--- src/rtl/seq_decoder_pkg.sv ---
// Shared definitions for seq_decoder: mode codes, FSM state encoding and
// the scan divider width.
package seq_decoder_pkg;

  localparam logic [1:0] MODE_DIRECT = 2'b00;
  localparam logic [1:0] MODE_SCAN   = 2'b01;
  localparam logic [1:0] MODE_PULSE  = 2'b10;
  localparam logic [1:0] MODE_RSVD   = 2'b11;

  // Wide enough for any SCAN_DIV in 1..255.
  localparam int DIV_W = 8;

  typedef enum logic [1:0] {
    ST_IDLE   = 2'd0,
    ST_DIRECT = 2'd1,
    ST_SCAN   = 2'd2,
    ST_PULSE  = 2'd3
  } state_t;

  // Mode code that keeps an active state alive; IDLE maps to the reserved code.
  function automatic logic [1:0] state_mode(input state_t st);
    case (st)
      ST_DIRECT: return MODE_DIRECT;
      ST_SCAN:   return MODE_SCAN;
      ST_PULSE:  return MODE_PULSE;
      default:   return MODE_RSVD;
    endcase
  endfunction

endpackage

--- src/rtl/seq_decoder_scan_step_counter.sv ---
// Scan divider and index. idx presents the index the output takes after the
// coming edge; wrap flags that this edge takes the index back to 0.
module scan_step_counter
  import seq_decoder_pkg::*;
#(
  parameter int N        = 2,
  parameter int SCAN_DIV = 4
) (
  input  logic         clk,
  input  logic         rst,
  input  logic         clr,
  input  logic         en,
  output logic [N-1:0] idx,
  output logic         wrap
);

  localparam logic [DIV_W-1:0] DIV_LAST = DIV_W'(SCAN_DIV - 1);
  localparam logic [DIV_W-1:0] DIV_ONE  = DIV_W'(1);
  localparam logic [N-1:0]     IDX_ONE  = N'(1);
  localparam logic [N-1:0]     IDX_LAST = {N{1'b1}};

  logic [DIV_W-1:0] div_r;
  logic [N-1:0]     idx_r;
  logic             step_s;

  assign step_s = en && (div_r == DIV_LAST);
  assign idx    = step_s ? (idx_r + IDX_ONE) : idx_r;
  assign wrap   = step_s && (idx_r == IDX_LAST);

  // Divider counts dwell cycles; index advances when the dwell completes.
  always_ff @(posedge clk) begin
    if (rst || clr) begin
      div_r <= {DIV_W{1'b0}};
      idx_r <= {N{1'b0}};
    end else if (step_s) begin
      div_r <= {DIV_W{1'b0}};
      idx_r <= idx_r + IDX_ONE;
    end else if (en) begin
      div_r <= div_r + DIV_ONE;
    end
  end

endmodule

--- src/rtl/seq_decoder.sv ---
// Registered N-to-2^N one-hot decoder with direct, pulse and scan modes and a
// valid/ready select handshake.
module seq_decoder
  import seq_decoder_pkg::*;
#(
  parameter  int N        = 2,
  parameter  int SCAN_DIV = 4,
  localparam int OUT_W    = 2**N
) (
  input  logic             clk,
  input  logic             rst,
  input  logic             en,
  input  logic [1:0]       mode,
  input  logic             sel_valid,
  input  logic [N-1:0]     sel,
  output logic             sel_ready,
  output logic [OUT_W-1:0] y,
  output logic             y_valid,
  output logic             scan_wrap
);

  localparam logic [OUT_W-1:0] Y_ZERO  = {OUT_W{1'b0}};
  localparam logic [OUT_W-1:0] Y_FIRST = OUT_W'(1);

  state_t           state_r, state_nxt_s;
  logic [OUT_W-1:0] y_r, y_nxt_s;
  logic             y_valid_r, scan_wrap_r, wrap_nxt_s;
  logic             stay_s, accept_s, scan_run_s;
  logic [N-1:0]     scan_idx_s;
  logic             scan_wrap_s;

  // An active state survives only while enabled and its mode is still selected.
  assign stay_s     = en && (state_r != ST_IDLE) && (mode == state_mode(state_r));
  assign sel_ready  = stay_s && ((state_r == ST_DIRECT) || (state_r == ST_PULSE));
  assign accept_s   = sel_valid && sel_ready;
  assign scan_run_s = stay_s && (state_r == ST_SCAN);

  scan_step_counter #(
    .N        (N),
    .SCAN_DIV (SCAN_DIV)
  ) u_scan (
    .clk  (clk),
    .rst  (rst),
    .clr  (!scan_run_s),
    .en   (scan_run_s),
    .idx  (scan_idx_s),
    .wrap (scan_wrap_s)
  );

  // Next state and next output values; leaving any state zeroes the outputs.
  always_comb begin
    state_nxt_s = state_r;
    y_nxt_s     = Y_ZERO;
    wrap_nxt_s  = 1'b0;
    case (state_r)
      ST_IDLE: begin
        if (en) begin
          case (mode)
            MODE_DIRECT: state_nxt_s = ST_DIRECT;
            MODE_SCAN: begin
              state_nxt_s = ST_SCAN;
              y_nxt_s     = Y_FIRST;
            end
            MODE_PULSE:  state_nxt_s = ST_PULSE;
            default:     state_nxt_s = ST_IDLE;
          endcase
        end else begin
          state_nxt_s = ST_IDLE;
        end
      end
      ST_DIRECT: begin
        if (stay_s) begin
          y_nxt_s = accept_s ? (Y_FIRST << sel) : y_r;
        end else begin
          state_nxt_s = ST_IDLE;
        end
      end
      ST_PULSE: begin
        if (stay_s) begin
          y_nxt_s = accept_s ? (Y_FIRST << sel) : Y_ZERO;
        end else begin
          state_nxt_s = ST_IDLE;
        end
      end
      ST_SCAN: begin
        if (stay_s) begin
          y_nxt_s    = Y_FIRST << scan_idx_s;
          wrap_nxt_s = scan_wrap_s;
        end else begin
          state_nxt_s = ST_IDLE;
        end
      end
      default: state_nxt_s = ST_IDLE;
    endcase
  end

  // State and output registers; y_valid is derived from the value being loaded.
  always_ff @(posedge clk) begin
    if (rst) begin
      state_r     <= ST_IDLE;
      y_r         <= Y_ZERO;
      y_valid_r   <= 1'b0;
      scan_wrap_r <= 1'b0;
    end else begin
      state_r     <= state_nxt_s;
      y_r         <= y_nxt_s;
      y_valid_r   <= |y_nxt_s;
      scan_wrap_r <= wrap_nxt_s;
    end
  end

  assign y         = y_r;
  assign y_valid   = y_valid_r;
  assign scan_wrap = scan_wrap_r;

endmodule

--- config.mk ---
export PLATFORM = sky130hd
export DESIGN_NAME = seq_decoder
export DESIGN_NICKNAME = d
export VERILOG_FILES = /design/src/rtl/seq_decoder_pkg.sv /design/src/rtl/seq_decoder_scan_step_counter.sv /design/src/rtl/seq_decoder.sv
export SDC_FILE = /design/constraint.sdc
export NUM_CORES = 1
export LEC_CHECK = 0
export ABC_AREA = 1
export ABC_CLOCK_PERIOD_IN_PS = 2700
export BUFFER_PORTS_ARGS = -buffer_cell sky130_fd_sc_hd__buf_4
export CORE_MARGIN = 2
export CORE_UTILIZATION = 45
export DETAILED_ROUTE_END_ITERATION = 7
export GPL_ROUTABILITY_DRIVEN = 0
export SLEW_MARGIN = 20
export SYNTH_ARGS = -nofsm -noshare
export SYNTH_HDL_FRONTEND = slang
export SYNTH_HIERARCHICAL = 1
export SYNTH_SLANG_ARGS = --single-unit
--- constraint.sdc ---
create_clock -name clk -period 2.7 [get_ports clk]
set_input_delay 0.135 -clock clk [delete_from_list [all_inputs] [get_ports clk]]
set_output_delay 0.135 -clock clk [all_outputs]
set_load 0.01 [all_outputs]
==> results of run 1 <==
[Yosys cell counts]
library cell and n:
sky130_fd_sc_hd__inv_1 38, sky130_fd_sc_hd__a21oi_1 3, sky130_fd_sc_hd__o21bai_1 1, sky130_fd_sc_hd__dfxtp_1 18, sky130_fd_sc_hd__a21oi_4 1, sky130_fd_sc_hd__nand2_2 6
sky130_fd_sc_hd__ha_1 10, sky130_fd_sc_hd__xnor2_1 1, sky130_fd_sc_hd__nand4_1 3, sky130_fd_sc_hd__nand3_2 1, sky130_fd_sc_hd__or2_2 1, sky130_fd_sc_hd__o21ai_0 1
sky130_fd_sc_hd__nand2_4 1, sky130_fd_sc_hd__xor2_1 2, sky130_fd_sc_hd__nand3_1 17, sky130_fd_sc_hd__nand2_1 51, sky130_fd_sc_hd__nor2_1 15, sky130_fd_sc_hd__nor2_4 6
sky130_fd_sc_hd__nand4_2 1, sky130_fd_sc_hd__inv_6 1, sky130_fd_sc_hd__mux2i_1 1, sky130_fd_sc_hd__nor2_2 8, sky130_fd_sc_hd__inv_2 2
[logic make-up after synthesis]
kind of cell	count (synthesis)	share of synthesized area, %
and+or+nand+nor	110	43.0
buffers and inverters	41	12.5
DFF	18	28.3
adders and majority gates	10	9.84
AOI/OAI and AO/OA	6	3.44
xor gates and xnor gates	3	2.07
muxes	1	0.787
[worst paths after layout]
| path | startpoint | end | depth (start not counted) |
|---|---|---|---|
| setup / recovery | state_r[0] | y_valid | 18 |
| hold / removal | rst | y[1] | 2 |
| setup reg to reg | state_r[0] | y_valid | 18 |
| hold reg to reg | state_r[1] | state_r[1] | 2 |
[layer usage]
layer | up-vias | part of all wire, % | track usage [%]
met5 | - | 0 | 0
met4 | 0 | 1.3 | 5.98
met3 | 4 | 3.1 | 2.95
met2 | 14 | 52 | 29.6
met1 | 509 | 44 | 17.6
li1 | 603 | - | -
[power groups by stage]
stage | Clock, mW | Sequential [mW] | Combinational, mW
after CTS | 0.172 | 0.270 | 0.0551
final | 0.163 | 0.269 | 0.0544
after floorplan | 0 | 0.276 | 0.0346
after global placement | 0 | 0.275 | 0.0534
after global routing | 0.180 | 0.270 | 0.0629
after detailed placement | 0 | 0.276 | 0.0549
[flip-flops by register name (all words and copies together), names as in the netlist]
signal / count
y_valid: 1
u_scan/div_r: 8
scan_wrap: 1
u_scan/idx_r: 2
state_r: 2
y: 4
[worst max-delay path: cells and delay by family, from the launching register on]
family / cells / cell delay (ns)
fa+ha+maj: 1 / 0.32
compound gates: 1 / 0.15
flops: 1 / 0.39
simple gates: 12 / 1.10
buf+inv: 4 / 0.28
[stage by stage]
step	instances	total power, mW
after floorplan	189	0.310
after global placement	235	0.329
after detailed placement	235	0.330
after CTS	239	0.497
after global routing	239	0.513
final	239	0.487
[layout make-up]
cell class                      instances  area (µm²)
Fill cell                             284        1250
Multi-Input combinational cell        130         752
Sequential cell                        18         360
Inverter                               41         159
Timing Repair Buffer                   15         113
Tap cell                               31        38.8
Clock buffer                            4        36.3
==> results.md, run 1 <==
| Parameter | Value | Unit |
|:---|:---|:---|
| Number of detailed-routing iterations run before antenna repair | 4 | - |
| Slowest CP cell | sky130_fd_sc_hd__dfxtp_1 | - |
| Avg Vias per Cell | 4.73 | - |
| Count of cell types in the netlist | 23 | - |
| Startpoint class of the critical path | flop | - |
| Die width | 57.2 | µm |
| Class of the most critical hold timing path | in -> reg | - |
| Post-synthesis sequential element count | 18 | - |
| Cell count after synthesis | 189 | - |
| IO Count | 15 | - |
| Average instance area after synthesis | 6.73 | µm² |
| Routed WL | 2.26 | mm |
| # Post-CTS Setup Buffers | 0 | - |
| Switch Pwr | 115 | µW |
| Top achievable clock speed | 0.429 | GHz |
| # resized after CTS | 0 | - |
| Reg clk slew, reported paths | 0.11 | ns |
| Worst-path cell chain | inv_1 > ha_1 > nand2_1 > inv_1 > nor2_4 > nand2_4 > nor2_4 > nand2_2 > nor2_1 > nand2_1 > nand2_1 > nand2_1 > inv_1 > inv_1 > nand3_1 > nand3_2 > o21bai_1 > nand3_1 | - |
| Most frequent cells in the layout | sky130_fd_sc_hd__nand2_1, sky130_fd_sc_hd__inv_1, sky130_fd_sc_hd__dfxtp_1 | - |
| Clk_skew | 0.00838 | ns |
| Antenna violations before repair | 0 | - |
| Fraction of power consumed by combinational cells | 11.2 | % |
| Sink Count | 18 | - |
| Critical path data required time | 2.89 | ns |
| Via count | 1,130 | - |
| Vias in the first global route | 1,041 | - |
| Relative area change from synthesis to final layout | 14.8 | % |
| Root cell of the clock tree | sky130_fd_sc_hd__clkbuf_4 | - |
| Global-route total usage across every layer | 15.8 | % |
| Maximum fanout count along the critical path | 4 | - |
| FF-to-FF setup slack | 0.37 | ns |
| H-tree Lvls | 1 | - |
| Largest area contributor in the synthesized netlist | sky130_fd_sc_hd__dfxtp_1 | - |
| Antenna Violating Nets Remaining | 0 | - |
| Setup total negative slack | 0 | ns |
| Yosys warnings | 6 | - |
| Crit Path Class | reg -> reg | - |
| Largest net degree at the start of global routing | 11 | - |
| CTS tree | done | - |
| Area share of the largest cell type after synthesis | 28.3 | % |
| Worst hold slack after final layout | 0.0368 | ns |
| Source-to-sink clock delay at the later pin of the worst-skew pair | 0.29 | ns |
| Clock period minus worst slack | 2.33 | ns |
| Total half-perimeter wirelength after legalization and detailed placement | 1.93 | mm |
| Area of the die | 3270 | µm² |
| Final global-route overflow total | 0 | - |
| DRC | 0 | - |
| Worst slack, placed | 0.340 | ns |
| Design area | 1460 | µm² |
| Largest voltage drop on the vdd net | 0.287 | mV |
| Initial Utilization | 46.9 | % |
| Global-route wire length before repair | 4.13 | mm |
| Number of maximum-capacitance violations | 0 | - |
| Total number of nets in the final design | 227 | - |
| Critical path data arrival time | 2.52 | ns |
| Number of nets produced by synthesis | 207 | - |
| Area post-placement | 1420 | µm² |
| Most common cell after layout, fill and taps aside | sky130_fd_sc_hd__nand2_1 | - |
| Cell-internal power | 371 | µW |
| Static Leak | 0.768 | nW |
| Number of placement rows | 19 | - |
| Routed wirelength normalized by instance count | 9.47 | µm |
| Worst slew margin relative to its limit | 86.6 | % |
| Number of buffers between clock root and the deepest sink | 2 | - |
| Number of antenna cells inserted | 0 | - |
| Worst-case setup margin in the final layout | 0.369 | ns |
| Number of input and output port buffers inserted | 14 | - |
| Die Height | 57.2 | µm |
| Type of element capturing the critical path | flop | - |
| Least-Margin Pin Slew | 0.201 | ns |
| Final period util | 86.4 | % |
| Finished Core Util | 53.8 | % |
| Setup repair after global routing missed its margin | false | - |
| CTS hold repair buffers | 0 | - |
| Final count of negative-setup-slack endpoints | 0 | - |
| Power per unit of standard cell area | 334 | nW/µm² |
| Final hold viol count | 0 | - |
| Layout cell share with drive strength beyond 1 | 22.6 | % |
| Clock buffers created by TritonCTS | 3 | - |
| Share of total power in sequential cells | 55.3 | % |
| Status | finished clean | - |
| Count of pins over their slew limit | 0 | - |
| Number of violations reported at the end of detailed-routing iteration 0 | 33 | - |
| Share of total power consumed by net switching | 23.7 | % |
| Core Area | 2710 | µm² |
| Netlist area before placement | 1270 | µm² |
| Ranking of synthesized cells by area | sky130_fd_sc_hd__dfxtp_1, sky130_fd_sc_hd__nand2_1, sky130_fd_sc_hd__inv_1 | - |
| Post-synthesis sequential area ratio | 28.3 | % |
| Worst stage delay on the critical path | 0.39 | ns |
| Share of power burned in the clock network | 33.5 | % |
Note: power is estimated with default switching activity, not from simulation.
==> run 2: changes to the inputs <==
--- a/config.mk
+++ b/config.mk
@@ -9,7 +9,7 @@
 export ABC_CLOCK_PERIOD_IN_PS = 2700
 export BUFFER_PORTS_ARGS = -buffer_cell sky130_fd_sc_hd__buf_4
 export CORE_MARGIN = 2
-export CORE_UTILIZATION = 45
+export CORE_UTILIZATION = 42
 export DETAILED_ROUTE_END_ITERATION = 7
 export GPL_ROUTABILITY_DRIVEN = 0
 export SLEW_MARGIN = 20
==> results.md, run 2 (synthesis results as in run 1) <==
| Parameter | Value | Unit |
|:---|:---|:---|
| Status | finished clean | - |
| Routed wirelength normalized by instance count | 9.67 | µm |
| Die width | 59.0 | µm |
| Number of maximum-capacitance violations | 0 | - |
| Least-Margin Pin Slew | 0.153 | ns |
| Worst slack, placed | 0.377 | ns |
| Relative area change from synthesis to final layout | 14.8 | % |
| Placed cell count | 235 | - |
| Avg Vias per Cell | 4.67 | - |
| Largest net degree at the start of global routing | 11 | - |
| Setup total negative slack | 0 | ns |
| Clk_skew | 0.00201 | ns |
| Total Power Consumption | 490 | µW |
| Layout cell share with drive strength beyond 1 | 22.6 | % |
| # Post-CTS Setup Buffers | 0 | - |
| Maximum fanout count along the critical path | 4 | - |
| Reg clk slew, reported paths | 0.10 | ns |
| Power per unit of standard cell area | 336 | nW/µm² |
| Global-route total usage across every layer | 15.6 | % |
| Launch point of the worst reg-to-reg path | state_r[0] | - |
| Top achievable clock speed | 0.428 | GHz |
| CTS tree | done | - |
| Initial Utilization | 45.3 | % |
| Startpoint class of the critical path | flop | - |
| Type of element capturing the critical path | flop | - |
| Number of violations reported at the end of detailed-routing iteration 0 | 26 | - |
| Area post-placement | 1420 | µm² |
| H-tree Lvls | 1 | - |
| Clock buffers created by TritonCTS | 3 | - |
| Count of pins over their slew limit | 0 | - |
| Finished Core Util | 52.0 | % |
| Class of the most critical hold timing path | in -> reg | - |
| Final hold viol count | 0 | - |
| Antenna Violating Nets Remaining | 0 | - |
| Number of input and output port buffers inserted | 14 | - |
| Routed WL | 2.31 | mm |
| Number of buffers between clock root and the deepest sink | 2 | - |
| Area of the die | 3480 | µm² |
| Startpoint of the worst hold path | rst | - |
| Number of detailed-routing iterations run before antenna repair | 4 | - |
| Worst slew margin relative to its limit | 89.5 | % |
| Total number of nets in the final design | 227 | - |
| Critical path data arrival time | 2.53 | ns |
| CTS hold repair buffers | 0 | - |
| Critical path data required time | 2.89 | ns |
| Fillcell total | 286 | - |
| Setup repair after global routing missed its margin | false | - |
| Final count of negative-setup-slack endpoints | 0 | - |
| Flip-flop count of the largest register, all copies and words added | 8 | - |
| Global-route wire length before repair | 4.18 | mm |
| Root cell of the clock tree | sky130_fd_sc_hd__clkbuf_4 | - |
| Critical Path Start | state_r[0] | - |
| Static Leak | 0.768 | nW |
| Die Height | 59.0 | µm |
| Number of antenna cells inserted | 0 | - |
| DRC | 0 | - |
| Core Area | 2810 | µm² |
| Via count | 1,117 | - |
| Source-to-sink clock delay at the later pin of the worst-skew pair | 0.29 | ns |
| Largest voltage drop on the vdd net | 0.184 | mV |
| Register bank with the most flops | u_scan/div_r | - |
| Final period util | 86.6 | % |
| Most frequent cells in the layout | sky130_fd_sc_hd__nand2_1, sky130_fd_sc_hd__inv_1, sky130_fd_sc_hd__dfxtp_1 | - |
| Worst-case setup margin in the final layout | 0.361 | ns |
| Final global-route overflow total | 0 | - |
| Vias in the first global route | 1,026 | - |
| Crit Path Class | reg -> reg | - |
| IO Count | 15 | - |
| Worst hold slack after final layout | 0.0481 | ns |
| # resized after CTS | 0 | - |
| Number of placement rows | 19 | - |
| Sink Count | 18 | - |
| Antenna violations before repair | 0 | - |
| Count of placed standard cells in the final layout, fillers left out | 239 | - |
| Total half-perimeter wirelength after legalization and detailed placement | 1.95 | mm |
| Design area | 1460 | µm² |
| Most common cell after layout, fill and taps aside | sky130_fd_sc_hd__nand2_1 | - |
| Clock period minus worst slack | 2.34 | ns |
-- run 2: cell counts in the layout (fill, tap and decap cells not counted) --
No cell type changed its count.
-- run 2: final timing paths --
check | cells past startpoint | slack (ns) | to
worst max-delay path | 18 | 0.36 | y_valid
worst min-delay path | 2 | 0.05 | state_r[1]
worst max register to register | 18 | 0.36 | y_valid
worst min register to register | 2 | 0.51 | state_r[1]
-- run 2: layout make-up --
| type | instances | area, µm² | share of cell area (%) |
|---|---|---|---|
| inverter | 41 | 159 | 10.9 |
| tap | 31 | 38.8 | 2.66 |
| sequential | 18 | 360 | 24.7 |
| clock buffer | 4 | 36.3 | 2.49 |
| timing repair buffer | 15 | 113 | 7.72 |
| multi-input combinational | 130 | 752 | 51.5 |
-- run 2: power breakdown --
part           total [mW]  leakage, nW  switching (mW)  internal, mW
combinational      0.0548        0.602          0.0330        0.0218
sequential          0.270        0.145         0.00188         0.268
clock               0.166       0.0210          0.0838        0.0821
total               0.490        0.768           0.119         0.372
-- run 2: layer usage --
layer	up-vias	global-route usage [%]	wire length (µm)
li1	605	-	-
met1	498	20.2	1160
met2	12	25.4	1070
met3	2	4.59	60
met4	0	3.90	17
met5	-	0	0
-- run 2: critical path, stage by stage (launching register included) --
cell and delay (ns):
sky130_fd_sc_hd__dfxtp_1 0.40, sky130_fd_sc_hd__inv_1 0.08, sky130_fd_sc_hd__ha_1 0.33, sky130_fd_sc_hd__nand2_1 0.09, sky130_fd_sc_hd__inv_1 0.06, sky130_fd_sc_hd__nor2_4 0.14
sky130_fd_sc_hd__nand2_4 0.08, sky130_fd_sc_hd__nor2_4 0.10, sky130_fd_sc_hd__nand2_2 0.09, sky130_fd_sc_hd__nor2_1 0.11, sky130_fd_sc_hd__nand2_1 0.09, sky130_fd_sc_hd__nand2_1 0.06
sky130_fd_sc_hd__nand2_1 0.06, sky130_fd_sc_hd__inv_1 0.09, sky130_fd_sc_hd__inv_1 0.06, sky130_fd_sc_hd__nand3_1 0.11, sky130_fd_sc_hd__nand2_1 0.07, sky130_fd_sc_hd__o21bai_1 0.13
sky130_fd_sc_hd__nand3_1 0.08
